`config.mk`:
```
export PLATFORM = sky130hd
export DESIGN_NAME = lcd_bus_responder
export DESIGN_NICKNAME = d
export VERILOG_FILES = /design/src/rtl/lcd_bus_responder.sv
export SDC_FILE = /design/constraint.sdc
export NUM_CORES = 1
export LEC_CHECK = 0
export CORE_AREA = 3 3 205 207
export DETAILED_ROUTE_END_ITERATION = 10
export DIE_AREA = 0 0 208 210
export HOLD_SLACK_MARGIN = 0.15
export SLEW_MARGIN = 20
export SYNTH_ARGS = -nofsm -noshare
export SYNTH_HDL_FRONTEND = slang
export SYNTH_SLANG_ARGS = --single-unit
```
`constraint.sdc`:
```
create_clock -name clk -period 2.8 [get_ports clk]
set_input_delay 0.56 -clock clk [delete_from_list [all_inputs] [get_ports clk]]
set_output_delay 0.56 -clock clk [all_outputs]
set_load 0.005 [all_outputs]
```
`src/rtl/lcd_bus_responder.sv`:
```
// HD44780-style display-side responder for the 8-bit enable/rs/rw/data bus.
// Latency: the strobe is latched on the enable rise and acts on the fall; read data is valid from the cycle after the rise.
// Backpressure: busy flag (BUSY_CYCLES after an op, DEPTH cycles for clear); transactions ending while busy pulse cmd_err.
module lcd_bus_responder #(
    parameter int ADDR_W      = 5,
    parameter int BUSY_CYCLES = 4
) (
    input  logic              clk,
    input  logic              rst,
    input  logic              enable,
    input  logic              rs,
    input  logic              rw,
    input  logic [7:0]        data_in,
    output logic [7:0]        data_out,
    output logic              data_oe,
    output logic              busy,
    output logic [ADDR_W-1:0] addr,
    output logic              display_on,
    output logic              cursor_on,
    output logic              blink_on,
    output logic              incr,
    output logic              shift,
    output logic              cmd_err,
    input  logic [ADDR_W-1:0] dbg_addr,
    output logic [7:0]        dbg_data
);

    localparam int DEPTH = 1 << ADDR_W;
    localparam int CNT_W = (BUSY_CYCLES > 1) ? $clog2(BUSY_CYCLES) : 1;
    localparam logic [CNT_W-1:0] BUSY_LOAD = CNT_W'(BUSY_CYCLES - 1);

    typedef enum logic [1:0] {S_IDLE, S_STROBE, S_BUSY, S_CLEAR} state_t;

    state_t            state_q;
    logic              enable_q, act_q;
    logic              rs_q, rw_q;
    logic [7:0]        dat_q;
    logic [CNT_W-1:0]  cnt_q;
    logic [ADDR_W-1:0] addr_q, clr_q;
    logic [7:0]        data_out_q;
    logic              data_oe_q, disp_q, curs_q, blink_q, incr_q, shift_q, cmd_err_q;
    logic [7:0]        mem [DEPTH];

    logic              enable_rise, enable_fall, busy_w, is_status, exec_w, reject_w, act_d;
    logic [ADDR_W-1:0] addr_step_d;
    logic [7:0]        status_d;
    logic              mem_we;
    logic [ADDR_W-1:0] mem_wa;
    logic [7:0]        mem_wd;

    // Strobe edge detection and transaction classification.
    always_comb begin
        enable_rise = enable & ~enable_q;
        // A fall only counts if a rise opened the transaction.
        enable_fall = ~enable & enable_q & act_q;
        busy_w      = (state_q == S_BUSY) || (state_q == S_CLEAR);
        is_status   = ~rs_q & rw_q;
        exec_w      = enable_fall & (state_q == S_STROBE);
        reject_w    = enable_fall & busy_w & ~is_status;
        act_d       = enable_rise | (act_q & ~enable_fall);
        addr_step_d = incr_q ? addr_q + ADDR_W'(1) : addr_q - ADDR_W'(1);
        status_d    = {busy_w, 7'(addr_q)};
        mem_we      = ~rst & ((state_q == S_CLEAR) | (exec_w & rs_q & ~rw_q));
        mem_wa      = (state_q == S_CLEAR) ? clr_q : addr_q;
        mem_wd      = (state_q == S_CLEAR) ? 8'h20 : dat_q;
    end

    // Bus front end, instruction decode and busy/clear sequencing.
    always_ff @(posedge clk) begin
        if (rst) begin
            state_q    <= S_IDLE;
            enable_q   <= 1'b1;
            act_q      <= 1'b0;
            rs_q       <= 1'b0;
            rw_q       <= 1'b0;
            dat_q      <= 8'h00;
            cnt_q      <= '0;
            addr_q     <= '0;
            clr_q      <= '0;
            data_out_q <= 8'h00;
            data_oe_q  <= 1'b0;
            disp_q     <= 1'b0;
            curs_q     <= 1'b0;
            blink_q    <= 1'b0;
            incr_q     <= 1'b1;
            shift_q    <= 1'b0;
            cmd_err_q  <= 1'b0;
        end else begin
            enable_q  <= enable;
            act_q     <= act_d;
            cmd_err_q <= reject_w;

            if (enable_rise) begin
                rs_q      <= rs;
                rw_q      <= rw;
                dat_q     <= data_in;
                data_oe_q <= rw;
                if (rw) data_out_q <= rs ? mem[addr_q] : status_d;
            end else if (enable_fall) begin
                data_oe_q <= 1'b0;
            end else if (act_q && is_status) begin
                // Keep a held status read tracking busy/addr.
                data_out_q <= status_d;
            end

            case (state_q)
                S_IDLE: begin
                    if (enable_rise) state_q <= S_STROBE;
                end
                S_STROBE: begin
                    if (enable_fall) begin
                        if (rs_q) begin
                            addr_q  <= addr_step_d;
                            state_q <= S_BUSY;
                            cnt_q   <= BUSY_LOAD;
                        end else if (rw_q) begin
                            state_q <= S_IDLE;
                        end else begin
                            state_q <= S_BUSY;
                            cnt_q   <= BUSY_LOAD;
                            casez (dat_q)
                                8'b1???????: addr_q <= dat_q[ADDR_W-1:0];
                                8'b01??????: state_q <= S_IDLE;
                                8'b001?????: ;
                                8'b0001????: ;
                                8'b00001???: begin
                                    disp_q  <= dat_q[2];
                                    curs_q  <= dat_q[1];
                                    blink_q <= dat_q[0];
                                end
                                8'b000001??: begin
                                    incr_q  <= dat_q[1];
                                    shift_q <= dat_q[0];
                                end
                                8'b0000001?: addr_q <= '0;
                                8'b00000001: begin
                                    addr_q  <= '0;
                                    incr_q  <= 1'b1;
                                    clr_q   <= '0;
                                    state_q <= S_CLEAR;
                                end
                                default: state_q <= S_IDLE;
                            endcase
                        end
                    end
                end
                S_BUSY: begin
                    if (cnt_q == '0) state_q <= act_d ? S_STROBE : S_IDLE;
                    else             cnt_q   <= cnt_q - CNT_W'(1);
                end
                S_CLEAR: begin
                    if (&clr_q) state_q <= act_d ? S_STROBE : S_IDLE;
                    else        clr_q   <= clr_q + ADDR_W'(1);
                end
                default: state_q <= S_IDLE;
            endcase
        end
    end

    // DDRAM write port; contents survive reset.
    always_ff @(posedge clk) begin
        if (mem_we) mem[mem_wa] <= mem_wd;
    end

    assign dbg_data   = mem[dbg_addr];
    assign data_out   = data_out_q;
    assign data_oe    = data_oe_q;
    assign busy       = busy_w;
    assign addr       = addr_q;
    assign display_on = disp_q;
    assign cursor_on  = curs_q;
    assign blink_on   = blink_q;
    assign incr       = incr_q;
    assign shift      = shift_q;
    assign cmd_err    = cmd_err_q;

endmodule

```
==> run_results.csv <==
group,metric,value,unit
run_status,status,"finished, violations left",
run_status,violations,"setup timing",
clock_tree,cts.sinks,302,
synthesis,synth_area,14100,µm²
timing,rsz0062_at_grt,"true",
final_layout,drive_above_1_share,33.6,%
synthesis,synth_top_area_share,54.5,%
route,drc,0,
final_layout,fin_nets,966,
synthesis,synthArstFlopShare,0,%
timing,slew_headroom,52.4,%
synthesis,synth.largest_area_cell,"edfxtp_1",
floorplanning,io_pins,47,
setup_path,crit_slowest_cell,"mux4_2",
synthesis,avgSynthCellArea,17.1,µm²
synthesis,syn_nets,848,
grt,grt_pass1_wl,58600,µm
place,place_hpwl,26100,µm
setup_path,crit_path_end_kind,"output port",
route,ant_nets,0,
pwr,vdd_drop_max,0.000315,V
route,vias,8519,
timing,tns,-1.06,ns
clock_tree,cts_tree,"built",
final_layout,ff_latch_area,8610,µm²
final_layout,antenna_cells,0,
timing,finalCritPeriodShare,106,%
clock_tree,h-tree-depth,2,
pwr,power.leakage,5.42,nW
synthesis,synth_common_cells,"256 x edfxtp_1, 144 x mux4_2, 63 x nor2_1, 46 x dfxtp_1, 32 x nand2_1",
setup_path,worstPathArrival,2.40,ns
final_layout,final_core_util,42.6,%
grt,grt_overflow,0,
floorplanning,dieArea,43700,µm²
clock_tree,cts_buffers,35,
grt,grt_max_degree,49,
timing,tightest_slew,0.713,ns
final_layout,synthToLayoutAreaGrowth,22.4,%
timing,setup_viol,8,
grt,grt_pass1_vias,8625,
run,maxCapViolations,0,
synthesis,synthTopCellsByArea,"edfxtp_1 55%, mux4_2 23%, dfxtp_1 6.5%, nor2_1 1.7%, mux2_2 1.5%",
setup_path,worstSetupPathType,"register to output port",
timing,final_hold_viol_count,0,
route,drtIter0Drc,928,
synthesis,synth.most_common_cell,"edfxtp_1",
synthesis,synth_edf_count,256,
setup_path,crit_path_cell_trace,"mux4_2 -> mux4_2 -> mux2_4 -> buf_6",
timing,fmax,0.338,GHz
synthesis,synth-warning-count,0,
floorplanning,start_util,34.8,%
place,io_buffers,46,
timing,min_period,2.96,ns
setup_path,worstPathRequired,2.24,ns
clock_tree,holdBufCountCts,0,
route,routed_wl,39800,µm
floorplanning,die_w,208,µm
floorplanning,coreArea,40600,µm²
synthesis,yosysUniqueCellTypes,51,
final_layout,final.fill_count,3597,
timing,slew_viol_final,0,
synthesis,netlist_instances,823,
setup_path,path_common_cell,"mux4_2",
place,place_congestion,0.833,
timing,setup_ws,-0.160,ns
pwr,p_per_area,567,nW/µm²
clock_tree,clk_pin_slew,0.06,ns
route,firstDrtPassIters,7,
synthesis,ys_ff_latch,302,
clock_tree,cts_max_path_buffers,3,
grt,antenna_found_initial,3,
clock_tree,cts-root-buf,"clkbuf_16",
clock_tree,insertion_delay,0.53,ns
grt,grt_usage,18.1,%
route,wl_per_cell,26.6,µm
final_layout,multi_input_area,5210,µm²
setup_path,critPathMaxFanout,2,
route,viasPerCell,5.68,
setup_path,cp-start-kind,"register",
setup_path,slowest_delay,0.54,ns
synthesis,ys_seq_area_share,61.0,%
floorplanning,die_h,210,µm
place,dp_slack,-0.610,ns
synthesis,synth_flop_cell,"edfxtp_1",
floorplanning,num_rows,74,
timing,clock-skew-final,0.0213,ns
min_path,hp-class,"register to register",
critical path: cells and delay by family (launching register included):
family	cells	cell delay (ns)
muxes	3	1.36
DFF	1	0.40
buffers and inverters	1	0.12
layout make-up:
cell class	instances	share of cell area, %
inverter	14	0.305
timing repair buffer	137	9.29
multi-input combinational	451	30.2
tap	532	3.86
clock buffer	46	5.56
sequential	302	49.9
clock inverter	18	0.863
routing by layer:
layer  wire length [µm]  GRT usage, %
met5                 27             0
met4               1040          5.16
met3               2970          3.87
met2              18800          28.7
met1              17000          25.7
worst paths after layout:
check                                            from                        to  slack [ns]  cells past startpoint
worst max-delay path             mem[12][4]$_DFFE_PP_               dbg_data[4]       -0.16                      4
worst min-delay path            cnt_q[0]$_SDFFE_PP0P_     cnt_q[0]$_SDFFE_PP0P_        0.47                      1
worst max register to register               register  data_out[6]$_SDFFE_PP0P_        0.46                      6
worst min register to register  cnt_q[0]$_SDFFE_PP0P_     cnt_q[0]$_SDFFE_PP0P_        0.47                      1
what timing repair did:
item,CTS,global route
buffers inserted,11,5
pin swaps,0,0
setup endpoints to repair,8,8
resized for setup,62,0
endpoints found under the hold margin,0,0
gates cloned,4,0
logic make-up (layout without fill, tap and decap cells):
kind of cell,after synthesis,in the layout,share of synthesized area [%]
AO/OA/AOI/OAI,93,93,4.29
AND/OR/NAND/NOR,165,165,5.63
multiplexers,182,182,25.9
flip-flops,302,302,61.0
buffers and inverters,70,215,2.25
adder cells (fa/ha/maj),7,7,0.674
XOR/XNOR,4,4,0.248
power by group:
group	switching [W]	internal [W]	total, W	leakage [nW]
combinational	0.000222	0.000273	0.000496	2.27
sequential	0.0000143	0.00485	0.00487	2.61
clock	0.00182	0.00261	0.00443	0.535
total	0.00205	0.00774	0.00979	5.42
flip-flops by register name, indices dropped and copies added (netlist names), 2 cells and up, named ones only:
name      count
addr          5
dat_q         8
data_out      8
state_q       2
clr_q         5
mem         256
cnt_q         2
layout by cell type (no fill, tap or decap), types with 5 or more instances in the layout:
cell type and instances:
edfxtp_1 256, mux4_2 144, nor2_1 63, buf_4 56, dfxtp_1 43, clkbuf_16 37
clkdlybuf4s50_1 36, nand2_1 32, buf_12 27, o22ai_1 20, mux2i_1 19, a21oi_1 17
inv_1 14, o21ai_0 13, a31oi_1 12, nand2b_1 12, mux2_2 11, buf_6 11
nand3_1 9, a211oi_1 9, clkinv_1 9, clkbuf_1 9, a211o_1 8, nor3_1 8
mux2_4 8, nor2b_1 7, and2_2 6, ha_1 6, and3_1 5, buf_16 5
through the flow:
step                      total power [W]  hold slack (ns)  instances  cell area [µm²]
final                             0.00979            0.474       1500            17300
after global routing               0.0101            0.516       1500            17300
after global placement            0.00541            0.456       1417            15800
after floorplan                   0.00522            0.443        823            14100
after detailed placement          0.00541            0.466       1417            15800
after CTS                         0.00990            0.475       1496            17200
Power figures use the tool's default switching activity.
